**src/rtl/pipe_hazard_ctrl.sv**
```systemverilog
// pipe_hazard_ctrl: hazard detection, operand forwarding select and stall/flush control.
// Ports: ID operands/dest in; stall, bubble, flush, fwd selects, stage_valid, event counters out.
module pipe_hazard_ctrl #(
  parameter int ADDR_W     = 5,
  parameter int DEPTH      = 3,
  parameter int LOAD_STAGE = 1,
  parameter bit FWD_EN     = 1'b1,
  localparam int SEL_W     = $clog2(DEPTH + 1)
) (
  input  logic              clk,
  input  logic              cpu_rst_n,
  input  logic              cpu_en,
  input  logic              id_valid,
  input  logic [ADDR_W-1:0] id_rs_addr,
  input  logic [ADDR_W-1:0] id_rt_addr,
  input  logic              id_rs_used,
  input  logic              id_rt_used,
  input  logic              id_wb_wen,
  input  logic [ADDR_W-1:0] id_wb_addr,
  input  logic              id_is_load,
  input  logic              id_branch_taken,
  output logic              stall,
  output logic              id_ex_bubble,
  output logic              if_id_flush,
  output logic [SEL_W-1:0]  fwd_rs_sel,
  output logic [SEL_W-1:0]  fwd_rt_sel,
  output logic [DEPTH-1:0]  stage_valid,
  output logic [15:0]       stall_cnt,
  output logic [15:0]       flush_cnt
);

  logic [DEPTH:1]    vld_q, vld_d;
  logic [DEPTH:1]    wen_q, wen_d;
  logic [DEPTH:1]    ld_q, ld_d;
  logic [ADDR_W-1:0] addr_q [DEPTH:1];
  logic [ADDR_W-1:0] addr_d [DEPTH:1];
  logic [15:0]       stall_cnt_q, stall_cnt_d;
  logic [15:0]       flush_cnt_q, flush_cnt_d;

  logic [DEPTH:0]    early_ld;
  logic [SEL_W-1:0]  rs_k, rt_k;
  logic              rs_haz, rt_haz;

  // Scan oldest to youngest so the youngest matching stage wins.
  always_comb begin
    rs_k = '0;
    rt_k = '0;
    for (int k = DEPTH; k >= 1; k--) begin
      if (vld_q[k] && wen_q[k]) begin
        if (id_rs_used && id_rs_addr != '0 &&
            addr_q[k] == id_rs_addr)
          rs_k = SEL_W'(k);
        if (id_rt_used && id_rt_addr != '0 &&
            addr_q[k] == id_rt_addr)
          rt_k = SEL_W'(k);
      end
    end
  end

  // Bit k set when stage k holds a load whose data is not ready yet;
  // bit 0 stays clear so "no match" never flags a hazard.
  always_comb begin
    early_ld = '0;
    for (int k = 1; k <= DEPTH; k++)
      early_ld[k] = ld_q[k] && (k <= LOAD_STAGE);
  end

  assign rs_haz = FWD_EN ? early_ld[rs_k] : (rs_k != '0);
  assign rt_haz = FWD_EN ? early_ld[rt_k] : (rt_k != '0);

  assign stall        = id_valid && (rs_haz || rt_haz);
  assign id_ex_bubble = stall;
  assign if_id_flush  = id_valid && id_branch_taken && !stall;
  assign fwd_rs_sel   = (FWD_EN && !rs_haz) ? rs_k : '0;
  assign fwd_rt_sel   = (FWD_EN && !rt_haz) ? rt_k : '0;

  assign stage_valid = vld_q;
  assign stall_cnt   = stall_cnt_q;
  assign flush_cnt   = flush_cnt_q;

  always_comb begin
    vld_d       = vld_q;
    wen_d       = wen_q;
    ld_d        = ld_q;
    addr_d      = addr_q;
    stall_cnt_d = stall_cnt_q;
    flush_cnt_d = flush_cnt_q;
    if (cpu_en) begin
      for (int k = DEPTH; k >= 2; k--) begin
        vld_d[k]  = vld_q[k-1];
        wen_d[k]  = wen_q[k-1];
        ld_d[k]   = ld_q[k-1];
        addr_d[k] = addr_q[k-1];
      end
      if (stall || !id_valid) begin
        vld_d[1]  = 1'b0;
        wen_d[1]  = 1'b0;
        ld_d[1]   = 1'b0;
        addr_d[1] = '0;
      end else begin
        vld_d[1]  = 1'b1;
        wen_d[1]  = id_wb_wen;
        ld_d[1]   = id_is_load;
        addr_d[1] = id_wb_addr;
      end
      if (stall && stall_cnt_q != 16'hFFFF)
        stall_cnt_d = stall_cnt_q + 16'd1;
      if (if_id_flush && flush_cnt_q != 16'hFFFF)
        flush_cnt_d = flush_cnt_q + 16'd1;
    end
  end

  always_ff @(posedge clk) begin
    if (!cpu_rst_n) begin
      vld_q       <= '0;
      wen_q       <= '0;
      ld_q        <= '0;
      addr_q      <= '{default: '0};
      stall_cnt_q <= '0;
      flush_cnt_q <= '0;
    end else begin
      vld_q       <= vld_d;
      wen_q       <= wen_d;
      ld_q        <= ld_d;
      addr_q      <= addr_d;
      stall_cnt_q <= stall_cnt_d;
      flush_cnt_q <= flush_cnt_d;
    end
  end

endmodule

```
**config.mk**
```make
export PLATFORM = sky130hd
export DESIGN_NAME = pipe_hazard_ctrl
export DESIGN_NICKNAME = d
export VERILOG_FILES = /design/src/rtl/pipe_hazard_ctrl.sv
export SDC_FILE = /design/constraint.sdc
export NUM_CORES = 1
export LEC_CHECK = 0
export CORE_UTILIZATION = 50
export DETAILED_ROUTE_END_ITERATION = 6
export PLACE_DENSITY = 0.88
export RECOVER_POWER = 25
export SYNTH_ARGS = -nofsm -noshare
export SYNTH_HDL_FRONTEND = slang
export SYNTH_SLANG_ARGS = --single-unit
```
**constraint.sdc**
```tcl
create_clock -name clk -period 3.6 [get_ports clk]
set_clock_uncertainty 0.2 [all_clocks]
set_input_delay 0.72 -clock clk [delete_from_list [all_inputs] [get_ports clk]]
set_output_delay 0.72 -clock clk [all_outputs]
set_load 0.02 [all_outputs]
```
==> metrics.md, run 1 <==
| Metric | Value |
|---|---|
| WP data required | 2.68 ns |
| Initial antenna violation count | 0 |
| Remaining antenna violation count | 0 |
| CTS clk-pin slew, worst paths | 0.10 ns |
| Dpl hpwl | 5.435 mm |
| Relative slew slack | 29.64% |
| Ant diodes | 0 |
| Sequential element share of the synthesized area | 37.40% |
| Num CTS Buffers | 5 |
| Port Buffers | 65 |
| Worst setup SP type | primary input |
| Vias in the first global route | 2,457 |
| Setup crit end | fwd_rt_sel[0] |
| # Post-CTS Setup Buffers | 0 |
| CP Launch Point | id_rt_addr[3] |
| Gpl congestion | 0.8386 |
| Final Hold Vio Count | 0 |
| Synthesized instance count | 329 |
| CTS root buffer | clkbuf_8 |
| Met3 GRT Util | 4.651% |
| Measured slew at the worst slew-check pin | 1.055 ns |
| Final Critical Period | 3.543 ns |
| Hold-fix buffers, CTS | 0 |
| Total core area | 0.005540 mm^2 |
| Met2 global-route usage | 42.48% |
| Layout area overhead | 31.26% |
| Syn nets | 355 |
| CTS tree | yes |
| Layout cells sized above 1 | 11.82% |
| DRC | 0 |
| Syn. warnings | 0 |
| Leakage power | 1.452 nW |
| Reg2reg path depth | 8 |
| DRT Pass-1 Iters | 4 |
| Critical Path End Type | primary output |
| Avg Vias per Cell | 5.738 |
| Routed Wire Length | 7.447 mm |
| Syn Area/Cell | 8.785 um^2 |
| Worst Min Path Start | flush_cnt[5] |
| Top cells by area, synth | dfxtp_1 (37%), mux2i_1 (9.0%), xnor2_1 (7.6%) |
| Max cap viols | 0 |
| Chip height | 78.03 um |
| Max-slew violations | 0 |
| Combinational Power Share | 10.7% |
| Netlist Area Pre-Place | 0.002890 mm^2 |
| Htree depth | 2 |
| I/O pin total | 66 |
| Die area | 0.006089 mm^2 |
| Sequential share of power | 55.0% |
| Fillers | 438 |
| R2R Setup Slk | 1.04 ns |
| Finished Layout Cells | 478 |
| Final nets | 431 |
| Crit share post-route | 98.41% |
| Pwr per Cell Area | 294.2 mW/mm^2 |
| Pint | 0.8444 mW |
| DR vias | 2,743 |
| Sink Count | 54 |
| Setup WS post-layout | 0.05722 ns |
| P_sw | 0.2716 mW |
| Avg WL per Cell | 15.58 um |
| Clock Latency Late Sink | 0.32 ns |
| Synth top area share | 37.40% |
| Met1 Track Usage GR | 30.81% |
| RSZ-0062 raised after global routing | no |
| Crit path kind | primary input to primary output |
| Synthesized flop and latch total | 54 |
| Crit-path max FO | 3 |
| Top Usage Layer GRT | met2 |
| Switch share | 24.33% |
| Worst IR Drop VDD | 170.1 uV |
| GR Overflow Total | 0 |
| Pre-CTS WS | -0.4063 ns |
| FF-to-FF End | addr_q[4] |
| # rows | 27 |
| Clock network fraction of total power | 34.2% |
| Fmax | 282.3 MHz |
| Total GRT Usage | 24.43% |
| Clock Tree Buf Depth | 2 |
| Status | complete, no violations |
| Initial Util | 52.17% |
| Data arrival, critical path | 2.62 ns |
| Die W | 78.03 um |
| Worst Hold Class | flip-flop to flip-flop |
| Count of final setup violators | 0 |
| First-pass GRT wire length | 11.65 mm |
| Largest net degree at the start of global routing | 35 |
| Worst reg2reg path startpoint | addr_q[3] |
| Yosys cell types | 37 |
| Hold path cells | 2 |
| Initial DRC Count | 188 |
| Dpl cells | 470 |
| Synth area leader | dfxtp_1 |
## synth_stat cells, drive strengths merged
cell / count
inv: 6
nand3b: 3
a31o: 4
nand2: 27
o22ai: 1
nor2: 23
a21oi: 18
nand2b: 11
clkinv: 1
dfxtp: 54
nand4: 17
and2: 4
or3: 8
or4: 15
and3: 8
a21boi: 3
xnor2: 25
nand3: 15
clkbuf: 9
o41a: 1
and4: 1
o211ai: 2
nor3: 3
xor2: 6
a22o: 7
o31ai: 9
ha: 2
mux2i: 26
o21ai: 11
buf: 9
## through the flow
step / util, % / hold slack (ns) / power [mW] / instance area, um^2 / TNS (ns)
6_report: 68.47 / 0.2931 / 1.116 / 3794 / 0
3_5_place_dp: 66.78 / 0.2812 / 0.7451 / 3700 / -2.651
2_1_floorplan: - / 0.2602 / 0.6821 / 2890 / 0
4_1_cts: 68.74 / 0.3019 / 1.116 / 3809 / 0
5_1_grt: 68.47 / 0.3306 / 1.151 / 3794 / 0
3_3_place_gp: 66.78 / 0.2745 / 0.7405 / 3700 / -2.285
## per-layer routing
layer / wire (um) / up-vias / part of all wire, %
li1: - / 1341 / -
met1: 3211 / 1312 / 43
met2: 3746 / 81 / 50
met3: 400 / 9 / 5.4
met4: 89 / 0 / 1.2
met5: 0 / - / 0
## logic make-up (layout without fill, tap and decap cells)
logic type / Yosys count / in the layout / synth area share [%]
flops: 54 / 54 / 37.40
compound gates: 56 / 56 / 13.51
xor+xnor: 31 / 31 / 9.394
mux: 26 / 26 / 9.004
fa+ha+maj: 2 / 2 / 0.8657
buf+inv: 25 / 102 / 4.675
simple gates: 135 / 135 / 25.15
## registers in the layout, summed over array words and instances, names as in the netlist
name	count
flush_cnt	16
wen_q	3
addr_q	15
stall_cnt	16
ld_q	1
stage_valid	3
## how the worst min path moves through the flow
stage | slack [ns] | endpoint
3_3_place_gp | 0.27 | stall_cnt[10]
2_1_floorplan | 0.26 | wen_q[3]
3_5_place_dp | 0.28 | flush_cnt[5]
6_report | 0.29 | flush_cnt[5]
4_1_cts | 0.30 | flush_cnt[5]
5_1_grt | 0.33 | stall_cnt[10]
## what timing repair did
| item | CTS | global route |
|---|---|---|
| pin swaps | 0 | 0 |
| setup endpoints to repair | 7 | 7 |
| gates resized for setup | 30 | 8 |
## power groups by stage
| stage | sequential (mW) | combinational (mW) | clock (mW) |
|---|---|---|---|
| floorplan | 0.627 | 0.0556 | 0 |
| global placement | 0.627 | 0.113 | 0 |
| detailed placement | 0.627 | 0.118 | 0 |
| CTS | 0.614 | 0.119 | 0.384 |
| global route | 0.615 | 0.128 | 0.407 |
| finish | 0.614 | 0.120 | 0.382 |
## cells in the final DEF, fill, tap and decap left out, types with 2 or more instances in the layout
cell type,instances
a21boi_1,2
or4_4,2
ha_1,2
o21ai_2,2
buf_2,6
a22o_1,7
buf_4,20
and3_1,8
nand3_1,15
a31o_2,4
o31ai_1,9
inv_1,6
and2_1,4
xnor2_1,24
nand3b_1,3
mux2i_1,26
clkdlybuf4s50_1,47
nor3_1,2
o21ai_0,2
o211ai_1,2
a21oi_1,17
nand4_1,17
dlygate4sd3_1,10
nand2b_1,11
o21ai_1,7
or3_1,8
nor2_1,23
or4_1,13
dfxtp_1,54
nand2_1,27
clkbuf_8,7
xor2_1,6
## critical path, cell delays in order
cell             delay [ns]
clkdlybuf4s50_1        0.52
xnor2_1                0.15
nand4_1                0.12
or4_4                  0.57
buf_4                  0.16
o21ai_0                0.17
buf_2                  0.20
## layout make-up
| type | instances | area, um^2 | share of cell area (%) |
|---|---|---|---|
| multi-input combinational | 250 | 1693 | 44.62 |
| clock buffer | 7 | 96.34 | 2.540 |
| sequential | 54 | 1081 | 28.50 |
| clock inverter | 1 | 8.758 | 0.2309 |
| inverter | 7 | 26.28 | 0.6926 |
| tap | 72 | 90.09 | 2.375 |
| timing repair buffer | 87 | 798.3 | 21.04 |
No activity file was read; power rests on OpenSTA's default activity.
==> run 2, diff against run 1 <==
Settings changed: CORE_UTILIZATION 50 to 57, DONT_BUFFER_PORTS from default to 1, PLACE_DENSITY 0.88 to 0.8.
==> run 2 against run 1 <==
Net effect: critical path type is now flip-flop to primary output; largest power group unchanged; highest routed layer unchanged; register-to-register slack got worse by 0.03 ns; critical endpoint is now id_ex_bubble; final area is 20% lower; largest cell class unchanged; clock power decreased by 10%; utilization down 5.4 points; sequential cell count unchanged; routed wire length shrank 17%; worst hold slack better by 0.034 ns; worst setup slack gained 0.39 ns.
==> metrics.md, run 2 (synthesis results as in run 1) <==
| Metric | Value |
|---|---|
| Hold-fix buffers, CTS | 0 |
| Leakage power | 1.080 nW |
| Avg Vias per Cell | 6.020 |
| DR vias | 2,366 |
| Crit share post-route | 87.52% |
| Total power | 1.015 mW |
| Data arrival, critical path | 2.23 ns |
| Largest net degree at the start of global routing | 35 |
| WP data required | 2.68 ns |
| Worst Hold Class | flip-flop to flip-flop |
| Finished Layout Cells | 393 |
| Clock Latency Late Sink | 0.30 ns |
| I/O pin total | 66 |
| GR Overflow Total | 0 |
| CTS root buffer | clkbuf_8 |
| Relative slew slack | 27.56% |
| Die area | 0.005360 mm^2 |
| Crit-path max FO | 5 |
| Remaining antenna violation count | 0 |
| Final Critical Period | 3.151 ns |
| First-pass GRT wire length | 9.832 mm |
| Initial Util | 60.39% |
| Critical Path End Type | primary output |
| Die W | 73.21 um |
| Routed Wire Length | 6.200 mm |
| RSZ-0062 raised after global routing | no |
| Clock Tree Buf Depth | 2 |
| Worst setup SP type | flip-flop |
| Avg WL per Cell | 15.78 um |
| Total GRT Usage | 23.70% |
| Chip height | 73.21 um |
| Max cap viols | 0 |
| Setup_tns | 0 ns |
| Final nets | 351 |
| Num CTS Buffers | 5 |
| # rows | 25 |
| Initial antenna violation count | 0 |
| # Post-CTS Setup Buffers | 0 |
| Dpl cells | 385 |
| Htree depth | 2 |
| Fillers | 432 |
| CTS tree | yes |
| Final Hold Vio Count | 0 |
| Total core area | 0.004786 mm^2 |
| Port Buffers | 0 |
| Most frequent cells in the layout | dfxtp_1 (54), nand2_1 (27), mux2i_1 (26) |
| Status | complete, no violations |
| Post-cts resize count | 0 |
| CTS clk-pin slew, worst paths | 0.09 ns |
| Count of final setup violators | 0 |
| Vias in the first global route | 2,147 |
| Worst IR Drop VDD | 220.4 uV |
| Initial DRC Count | 81 |
| Gpl congestion | 0.8334 |
| Sink Count | 54 |
| Layout cells sized above 1 | 6.442% |
| Fmax | 317.4 MHz |
| Pwr per Cell Area | 336.3 mW/mm^2 |
| DRC | 0 |
| DRT Pass-1 Iters | 4 |
| Max-slew violations | 0 |
| Layout area overhead | 4.415% |
| Measured slew at the worst slew-check pin | 1.087 ns |
| Ant diodes | 0 |
| Dpl hpwl | 4.525 mm |
| Most common cell after layout, fill and taps aside | dfxtp_1 |
| Crit path kind | flip-flop to primary output |
==> run 2: changes by cell type in the layout (fill, tap and decap cells not counted), moves of 2 or more <==
cell | before | now
a21boi_0 | 0 | 2
a21boi_1 | 2 | 0
clkdlybuf4s50_1 | 47 | 0
or4_1 | 13 | 15
dlygate4sd3_1 | 10 | 0
buf_4 | 20 | 5
buf_2 | 6 | 0
or4_4 | 2 | 0
==> run 2: metal layers <==
layer	part of all wire, %	GRT usage (%)	vias to the layer above	wire length (um)
li1	-	-	1182	-
met1	45	30.09	1115	2790
met2	48	39.30	62	2971
met3	5.7	5.525	7	351
met4	1.4	8.279	0	87
met5	0	0	-	0
==> run 2: layout make-up <==
type | instances | area [um^2] | share of cell area (%)
multi-input cells | 250 | 1674 | 55.47
clock buffers | 7 | 86.33 | 2.861
inverters | 7 | 26.28 | 0.8706
clock inverters | 1 | 5.005 | 0.1658
repair buffers | 7 | 61.31 | 2.032
flip-flops and latches | 54 | 1081 | 35.82
well taps | 67 | 83.83 | 2.778
==> run 2: path summary, 6_finish.rpt <==
path	start	endpoint	slack, ns	depth (start not counted)
worst min-delay path	wen_q[1]	wen_q[1]	0.33	1
worst max register to register	stage_valid[0]	addr_q[2]	1.01	6
worst max-delay path	stage_valid[0]	id_ex_bubble	0.45	5
worst min register to register	wen_q[1]	wen_q[1]	0.33	1
==> run 2: stage by stage <==
stage | utilization [%] | area, um^2 | worst slack (ns) | hold slack, ns
5_1_grt | 63.06 | 3018 | 0.3375 | 0.3284
2_1_floorplan | - | 2890 | 0.1868 | 0.2602
4_1_cts | 63.14 | 3022 | 0.4240 | 0.3219
6_report | 63.06 | 3018 | 0.4491 | 0.3266
3_3_place_gp | 61.23 | 2930 | 0.5054 | 0.2758
3_5_place_dp | 61.23 | 2930 | 0.4586 | 0.3015
==> run 2: power breakdown <==
| part | switching (mW) | leakage (nW) | internal (mW) |
|---|---|---|---|
| logic | 0.0269 | 0.595 | 0.0295 |
| clock network | 0.187 | 0.0482 | 0.156 |
| registers | 0.0118 | 0.436 | 0.604 |
| total | 0.226 | 1.08 | 0.789 |
==> run 2: critical path, cell delays in order (launching register included) <==
cell and delay [ns]:
dfxtp_1 0.55, nand2_1 0.11, or4_1 0.69, a21boi_4 0.24, and2_1 0.19, buf_12 0.14
==> run 3, diff against run 2 <==
Settings changed: PLACE_DENSITY 0.8 to 0.69.
Clock period 3.6 ns to 3 ns, I/O delays scaled along.
==> run 3 against run 2 <==
Net effect: clock power grew 25%; critical path type unchanged; utilization up 0.84 points; register-to-register slack worse by 0.50 ns; count of clock-buffer cells in the layout stayed put; routed wire length grew 1.5%; final area grew 1.3%; combinational power rose by 28%; largest power group unchanged; global-route usage up 1.1 points; sequential share of layout area shrank 0.47 points; first-iteration DRC count rose by 59%; critical endpoint unchanged; worst setup slack worse by 0.35 ns; non-clock buffer count rose by 4.
==> metrics.md, run 3 (synthesis results as in run 1) <==
| Metric | Value |
|---|---|
| Most frequent cells in the layout | dfxtp_1 (54), nand2_1 (27), mux2i_1 (26) |
| Crit path kind | flip-flop to primary output |
| Layout area overhead | 5.801% |
| FF-to-FF End | flush_cnt[11] |
| Num CTS Buffers | 5 |
| Worst setup SP type | flip-flop |
| Pre-CTS WS | 0.1548 ns |
| Buf/Inv on CP | 0 |
| CP Launch Point | addr_q[2] |
| Clock Latency Late Sink | 0.31 ns |
| Fmax | 345.0 MHz |
| Max-slew violations | 0 |
| Top delay family on crit path | simple AND/OR/NAND/NOR gates |
| Initial DRC Count | 129 |
| Pwr per Cell Area | 404.8 mW/mm^2 |
| Clock Tree Buf Depth | 2 |
| Relative slew slack | 23.63% |
| Initial antenna violation count | 0 |
| First-pass GRT wire length | 10.33 mm |
| Total GRT Usage | 24.84% |
| Worst IR Drop VDD | 251.5 uV |
| Dpl hpwl | 4.565 mm |
| Max cap viols | 0 |
| Htree depth | 2 |
| RSZ-0062 raised after global routing | no |
| CP Cell Sequence | xnor2_1 -> nand4_1 -> or4_4 -> a21boi_4 -> and2_4 |
| Reg2reg path depth | 6 |
| Worst reg2reg path startpoint | flush_cnt[3] |
| Total number of cells along the worst setup path | 5 |
| Max stage delay on crit path | 0.56 ns |
| Setup crit end | id_ex_bubble |
| DRC | 0 |
| Crit share post-route | 96.62% |
| Status | complete, no violations |
| Worst Hold Class | primary input to flip-flop |
| Final nets | 355 |
| Routed Wire Length | 6.292 mm |
| Die area | 0.005360 mm^2 |
| Fillers | 432 |
| Avg WL per Cell | 15.85 um |
| R2R Setup Slk | 0.51 ns |
| Data arrival, critical path | 2.10 ns |
| # rows | 25 |
| Ant diodes | 0 |
| DRT Pass-1 Iters | 4 |
| GR Overflow Total | 0 |
| Final Hold Vio Count | 0 |
| CTS clk-pin slew, worst paths | 0.10 ns |
| CTS tree | yes |
| Avg Vias per Cell | 5.922 |
| Worst-case hold slack | 0.2058 ns |
| Sink Count | 54 |
| Port Buffers | 0 |
| Critical-path top delay cell | or4_4 |
| Leakage power | 1.106 nW |
| Critical Path End Type | primary output |
| Total core area | 0.004786 mm^2 |
| Largest net degree at the start of global routing | 29 |
| Final Critical Period | 2.899 ns |
| Setup_tns | 0 ns |
| Remaining antenna violation count | 0 |
| Vias in the first global route | 2,172 |
| Most common cell after layout, fill and taps aside | dfxtp_1 |
| Measured slew at the worst slew-check pin | 1.146 ns |
| Crit-path max FO | 6 |
| DR vias | 2,351 |
| Setup WS post-layout | 0.1015 ns |
| Count of final setup violators | 0 |
| I/O pin total | 66 |
| Initial Util | 60.39% |
| WP data required | 2.20 ns |
| Layout cells sized above 1 | 8.485% |
| Gpl congestion | 0.8427 |
| Chip height | 73.21 um |
| CTS root buffer | clkbuf_8 |
| Die W | 73.21 um |
-- run 3: changes by cell type in the layout (fill, tap and decap cells not counted) --
cell,change
and2_1,-1
and2_4,+1
buf_4,+4
or4_1,-2
or4_4,+2
-- run 3: stage by stage --
stage	power [mW]	cells	cell area (um^2)	util, %
6_report	1.238	397	3058	63.90
3_5_place_dp	0.8261	389	2963	61.91
5_1_grt	1.278	397	3058	63.90
3_3_place_gp	0.8251	389	2963	61.91
4_1_cts	1.245	397	3058	63.90
2_1_floorplan	0.8186	329	2900	-
-- run 3: what timing repair did --
action | in CTS | in global routing
endpoints found under the setup margin | 2 | 3
endpoints found under the hold margin | 0 | 0
buffers inserted | 0 | 0
hold buffers | 0 | 0
gates resized for setup | 1 | 1
-- run 3: worst min-delay path by stage --
stage,from,end,slack (ns),cells past startpoint
after floorplan,wen_q[3],wen_q[3],0.26,2
after global placement,wen_q[3],wen_q[3],0.27,2
after detailed placement,wen_q[3],wen_q[3],0.30,2
after CTS,id_wb_wen,wen_q[1],0.20,1
after global routing,id_wb_wen,wen_q[1],0.19,1
final,id_wb_addr[4],addr_q[4],0.21,1
-- run 3: routing by layer --
| layer | vias up | wire length (um) | GRT usage [%] |
|---|---|---|---|
| met4 | 0 | 38 | 8.497 |
| met1 | 1098 | 2916 | 32.39 |
| met3 | 4 | 388 | 5.801 |
| met5 | - | 0 | 0 |
| met2 | 63 | 2949 | 40.23 |
| li1 | 1186 | - | - |
-- run 3: report_power, final --
group	leakage, nW	total [mW]	switching [mW]	internal, mW
Sequential	0.436	0.737	0.0123	0.725
Combinational	0.621	0.0724	0.0346	0.0378
Clock	0.0482	0.429	0.242	0.187
Total	1.11	1.24	0.288	0.949
-- run 3: worst register-to-register path, delay by kind of cell (launching register included) --
family          cells  cell delay (ns)
flops               1             0.53
compound gates      2             0.66
simple gates        4             0.95
-- run 3: layout make-up --
cell class | instances | area, um^2 | area share (%)
multi-input cells | 250 | 1684 | 55.07
clock buffers | 7 | 86.33 | 2.823
repair buffers | 11 | 91.34 | 2.987
flip-flops and latches | 54 | 1081 | 35.35
well taps | 67 | 83.83 | 2.741
inverters | 7 | 26.28 | 0.8592
clock inverters | 1 | 5.005 | 0.1637
